<file path="src/rtl/addsub_acc.sv">
// Registered add/subtract unit with an accumulator, optional signed saturation,
// sticky overflow flags and a single-entry valid/ready output stage.
module addsub_acc #(
    parameter int WIDTH  = 8,
    parameter bit SAT_EN = 1'b0
) (
    input  logic             clk,
    input  logic             rst_n,
    input  logic [WIDTH-1:0] x,
    input  logic [WIDTH-1:0] y,
    input  logic [1:0]       mode,
    input  logic             clr,
    input  logic             in_valid,
    output logic             in_ready,
    output logic [WIDTH-1:0] s,
    output logic             ovu,
    output logic             ovs,
    output logic             out_valid,
    input  logic             out_ready,
    output logic [WIDTH-1:0] acc,
    output logic             stku,
    output logic             stks
);

    localparam logic [WIDTH-1:0] SAT_MAX = {1'b0, {(WIDTH-1){1'b1}}};
    localparam logic [WIDTH-1:0] SAT_MIN = {1'b1, {(WIDTH-1){1'b0}}};

    logic             accept;
    logic             use_acc;
    logic             sub;
    logic [WIDTH-1:0] op_a;
    logic [WIDTH-1:0] op_b;
    logic [WIDTH-1:0] op_b_inv;
    logic [WIDTH:0]   sum;
    logic [WIDTH-1:0] raw;
    logic             carry_out;
    logic             carry_msb;
    logic             ovu_c;
    logic             ovs_c;
    logic [WIDTH-1:0] res;

    // The output stage can take a new result whenever it is empty or being drained.
    assign in_ready = !out_valid || out_ready;
    assign accept   = in_valid && in_ready;

    assign use_acc  = mode[1];
    assign sub      = mode[0];

    // A clear arriving with an accumulate operation makes the accumulator read as zero.
    assign op_a     = use_acc ? (clr ? '0 : acc) : x;
    assign op_b     = use_acc ? x : y;
    assign op_b_inv = op_b ^ {WIDTH{sub}};

    assign sum       = {1'b0, op_a} + {1'b0, op_b_inv} + {{WIDTH{1'b0}}, sub};
    assign raw       = sum[WIDTH-1:0];
    assign carry_out = sum[WIDTH];
    assign carry_msb = op_a[WIDTH-1] ^ op_b_inv[WIDTH-1] ^ raw[WIDTH-1];
    assign ovs_c     = carry_msb ^ carry_out;
    assign ovu_c     = carry_out ^ sub;

    // NOTE: res gets a default before the conditional so no latch is inferred.
    always_comb begin
        res = raw;
        if (SAT_EN && ovs_c) begin
            res = op_a[WIDTH-1] ? SAT_MIN : SAT_MAX;
        end
    end

    // NOTE: all state below uses non-blocking assignments so every register
    // samples pre-edge values regardless of process ordering.
    always_ff @(posedge clk or negedge rst_n) begin
        if (!rst_n) begin
            s         <= '0;
            ovu       <= 1'b0;
            ovs       <= 1'b0;
            out_valid <= 1'b0;
        end else if (accept) begin
            s         <= res;
            ovu       <= ovu_c;
            ovs       <= ovs_c;
            out_valid <= 1'b1;
        end else if (out_ready) begin
            out_valid <= 1'b0;
        end
    end

    always_ff @(posedge clk or negedge rst_n) begin
        if (!rst_n) begin
            acc <= '0;
        end else if (accept && use_acc) begin
            acc <= res;
        end else if (clr) begin
            acc <= '0;
        end
    end

    // On clear-with-accept the sticky flags restart from this operation alone.
    always_ff @(posedge clk or negedge rst_n) begin
        if (!rst_n) begin
            stku <= 1'b0;
            stks <= 1'b0;
        end else if (accept) begin
            stku <= (stku && !clr) || ovu_c;
            stks <= (stks && !clr) || ovs_c;
        end else if (clr) begin
            stku <= 1'b0;
            stks <= 1'b0;
        end
    end

endmodule
</file>
<file path="config.mk">
export PLATFORM = sky130hd
export DESIGN_NAME = addsub_acc
export DESIGN_NICKNAME = d
export VERILOG_FILES = /design/src/rtl/addsub_acc.sv
export SDC_FILE = /design/constraint.sdc
export NUM_CORES = 1
export LEC_CHECK = 0
export ABC_CLOCK_PERIOD_IN_PS = 5600
export CAP_MARGIN = 5
export CELL_PAD_IN_SITES_DETAIL_PLACEMENT = 1
export CELL_PAD_IN_SITES_GLOBAL_PLACEMENT = 1
export CORE_MARGIN = 2
export CORE_UTILIZATION = 50
export DETAILED_ROUTE_END_ITERATION = 6
export DONT_BUFFER_PORTS = 1
export PLACE_DENSITY = 0.86
export SLEW_MARGIN = 20
export SYNTH_ARGS = -nofsm -noshare
export SYNTH_HDL_FRONTEND = slang
export SYNTH_SLANG_ARGS = --single-unit
</file>
<file path="constraint.sdc">
create_clock -name clk -period 5.6 [get_ports clk]
set_input_delay 0 -clock clk [delete_from_list [all_inputs] [get_ports clk]]
set_output_delay 0 -clock clk [all_outputs]
set_load 0.005 [all_outputs]
</file>
After elaboration in Yosys (flattened, before gate mapping)
Cells that the tools add are included.

Register bits after elaboration: 21. Output and inout port bits: 22. Input port bits: 23. Logic and storage cells: 34.

Reductions and logical operators: 11. Multiplexer cells: 9. Bitwise operators: 5. Add/sub/neg operators: 2.

Operators by type and width (count): two-way mux 8 bit (4); adder 8 x 8 -> 9 bit (1); adder 9 x 1 -> 9 bit (1); XOR 8 bit (1); two-way mux 1 bit (5); logical AND 1 bit (4); nonzero test 2 bit (2); XOR 1 bit (4); logical OR 1 bit (3); zero test 1 bit (2).

Logic depth before layout (Yosys ltp)
Word-level depth: 8. Mapped depth: 10. Depth with buffers taken out: 9.

Worst setup path after synthesis
Ideal clock, no wire load.

Kind: input to register. Start point: input port mode[1]. End point: register acc[7]. Data required time: 5505 ps. Arrival time: 2095 ps. Stages on the path: 9. Path buffers: 2. Library setup time: 95 ps. Slack: 3410 ps. Cell sequence: buf_2 -> clkbuf_1 -> mux2_2 -> ha_1 -> a21oi_1 -> o21a_1 -> o21ai_0 -> o21a_1 -> o31ai_1.

Cells in the longest elaborated chain, start to end: 5. Elaborated cells between the ends (all ways): 7. Classes of those cells: add/sub: 2; mux: 3; bitwise: 1; reduce/logical: 1.

Ends and longest elaborated chain: from (decl) (RTL line 11) `input logic [1:0] mode,`; two-way mux 8 bit (RTL line 51) `assign op_b = use_acc ? x : y;`; XOR 8 bit (RTL line 52) `assign op_b_inv = op_b ^ {WIDTH{sub}};`; adder 8 x 8 -> 9 bit (RTL line 54) `assign sum = {1'b0, op_a} + {1'b0, op_b_inv} + {{WIDTH{1'b0}}, sub};`; adder 9 x 1 -> 9 bit (RTL line 54); two-way mux 8 bit * (RTL line 90) `end else if (accept && use_acc) begin`; to (signal assigned) (RTL line 91) `acc <= res;`; to (decl) (RTL line 20) `output logic [WIDTH-1:0] acc,`.

Every way passes the cells marked *; elsewhere a longest branch is shown, timed or not. A chain may end at the register's enable or synchronous reset.

Worst setup path in the final report
Start point: register acc[0]. End point: register stku.

Cells in the longest elaborated chain, start to end: 7.

Ends and longest elaborated chain: two-way mux 8 bit; two-way mux 8 bit (RTL line 50) `assign op_a = use_acc ? (clr ? '0 : acc) : x;`; adder 8 x 8 -> 9 bit (RTL line 54); adder 9 x 1 -> 9 bit (RTL line 54); XOR 1 bit (RTL line 59) `assign ovu_c = carry_out ^ sub;`; logical OR 1 bit (RTL line 103) `stku <= (stku && !clr) || ovu_c;`; two-way mux 1 bit (RTL line 102) `end else if (accept) begin`; to (signal assigned) (RTL line 103); to (decl) (RTL line 21) `output logic stku,`.

Every way passes these cells.

==> results.cfg <==
[run_status]
status = completed

[synth]
async_flop_share = 1.00
yosys.area.top_type = dfrtp_1
synth_top_area_frac = 0.345
ys_ff_latch = 21
synthCells = 169
synth_area_leaders = dfrtp_1, nand2_1, xnor2_1, ha_1, mux2i_1
synth-edff-count = 0
yosysSeqAreaShare = 0.345
syn-cell-area_sq_mm = 0.00152
synthTopCellsByCount = nand2_1, dfrtp_1, o21ai_0, xnor2_1, mux2i_1
synth.distinct_cells = 44
syn_avg_cell_area_sq_um = 9.01
yosys.cell_count.top_type = nand2_1
syn-num-nets = 200
ys.flop_type = dfrtp_1
ys_warn_count = 0

[power]
powerDensity_mw_per_mm2 = 284
ir_drop_mv = 0.0971
power_mw = 0.455
power_leakage_nw = 0.735

[routing]
first_iter_violations = 44
vias = 1283
drc = 0
vias_per_cell = 6.32
wl_mm = 3.81
ant_nets = 0
firstDrtPassIters = 4
wire_per_inst_microns = 18.8

[clock_network]
cts_max_path_buffers = 2
numCtsBuffers = 3
cts.htree.levels = 1
cts_tree = done
clk_pin_slew_ns = 0.12
cts_resized = 0
cts.sinks = 21
cts_root_buf = clkbuf_4
clock_latency_ns = 0.30

[sta]
finalMaxSlewViolations = 0
finalHoldViolations = 0
fin_ws_ns = 2.51
worst_pin_slew_ns = 0.933
max_freq_ghz = 0.324
hold_ws_ns = 0.00933
finalCritPeriodShare = 0.552
setup_viol = 0
max_slew_margin = 0.376
min_period_ns = 3.09
fin_skew_ns = 0.00467
setup_tns_ns = 0
rsz0062_at_grt = no

[cells_and_area]
fin_area_sq_mm = 0.00160
final_cells = 203
multiInputGateArea_sq_um = 932
ff_latch_area_sq_um = 526
layout.nets = 202
fillCellCount = 363
layout-drive-gt1-share = 0.0706
synthToLayoutAreaGrowth_pct = 5.34
num_antenna_cells = 0
fin_util = 0.539

[setup_path]
cp_num_buf_inv = 2
crit_fanout = 3
critical-path-top-delay-family = compound AO/OA/AOI/OAI gates
critPathKind = register to register
worstPathArrival_ns = 3.28
end_kind = register
max_stage_delay_ns = 0.57
path_cells = and2b_1 > o221ai_2 > inv_1 > fa_1 > a211oi_1 > nor2_1 > o22a_1 > xnor2_1 > o22ai_1 > dlygate4sd3_1
slowest_stage = dlygate4sd3_1
cp.required_ns = 5.79
worst_setup_path_start_kind = register

[placed_design]
io_buffer_count = 0
hpwl_mm = 2.86
place_ws_ns = 3.15
gp_congestion = 0.823
dp_cells = 193
place_area_sq_mm = 0.00152

[floorplanning]
rows = 20
core_sq_mm = 0.00298
initial_utilization = 0.511
ioPinCount = 45
dieArea_sq_mm = 0.00350
die_w_microns = 59.2
fp.dieH_microns = 59.2

[global_routing]
grt_pass1_vias = 1362
overflow = 0
grt_usage = 0.236
antenna_found_initial = 0
grt_max_degree = 23
grt_pass1_wl_mm = 6.36

[hold_path]
hold_path_class = input pin to register

[run]
drv_cap = 0
[area by class of cell]
cell class / instances / share of cell area
Clock buffer: 4 / 0.0164
Inverter: 5 / 0.0117
Multi-Input combinational cell: 134 / 0.581
Sequential cell: 21 / 0.328
Tap cell: 33 / 0.0257
Timing Repair Buffer: 6 / 0.0374
[sequential cells by signal, indices dropped and copies added, names as in the netlist]
name and count:
ovs 1, stku 1, acc 8, stks 1, out_valid 1, ovu 1
s 8
[timing repair]
| item | in CTS | in global routing |
|---|---|---|
| hold buffers | 6 | 0 |
| endpoints found under the hold margin | 33 | 0 |
| buffers inserted | 0 | 0 |
[power by group]
group	internal [mW]	switching (mW)	leakage, nW	total (mW)
Sequential	0.186	0.0280	0.266	0.214
Combinational	0.0712	0.0976	0.454	0.169
Clock	0.0277	0.0444	0.0150	0.0721
[per-layer routing]
| metal | vias up | wire (microns) | GRT usage |
|---|---|---|---|
| li1 | 601 | - | - |
| met3 | 8 | 226 | 0.0284 |
| met1 | 619 | 1630 | 0.308 |
| met5 | - | 0 | 0 |
| met2 | 55 | 1880 | 0.399 |
| met4 | 0 | 72 | 0.0877 |
[worst register-to-register path: stages (launching register included)]
cell	delay [ns]
dfrtp_1	0.42
and2b_1	0.21
o221ai_2	0.28
inv_1	0.10
fa_1	0.43
a211oi_1	0.30
nor2_1	0.11
o22a_1	0.21
xnor2_1	0.25
o22ai_1	0.10
dlygate4sd3_1	0.57
[worst paths after layout]
path / end / cells past startpoint / startpoint / slack, ns
setup / recovery: stku$_DFFE_PN0P_ / 10 / acc[0]$_DFF_PN0_ / 2.51
hold / removal: s[0]$_DFFE_PN0P_ / 3 / y[0] / 0.009
setup reg to reg: stku$_DFFE_PN0P_ / 10 / acc[0]$_DFF_PN0_ / 2.51
hold reg to reg: s[6]$_DFFE_PN0P_ / 2 / s[6]$_DFFE_PN0P_ / 0.51
max in group asynchronous: acc[5]$_DFF_PN0_ / 1 / rst_n / 4.76
min in group asynchronous: s[0]$_DFFE_PN0P_ / 1 / rst_n / 0.27
[cell usage in the layout (no fill, tap or decap), types with 3 or more instances in the layout]
cell type and count:
nand4_1 3, nor2b_1 4, nand2b_1 3, dlygate4sd3_1 6, mux2_2 4, mux2i_1 8, dfrtp_1 21, xnor2_1 11
ha_1 7, xor2_1 3, inv_1 5, o21ai_0 11, nor4_1 3, nand3b_1 6, nand2_1 32, a21oi_1 5
o21a_1 3, nand3_1 3, clkbuf_4 3
[cell families after synthesis]
family,share of synthesized area
flops,0.345
fa+ha+maj,0.0707
mux,0.0920
compound gates,0.154
buf+inv,0.0427
simple gates,0.215
xor+xnor,0.0805
(Power assumes the default switching activity.)
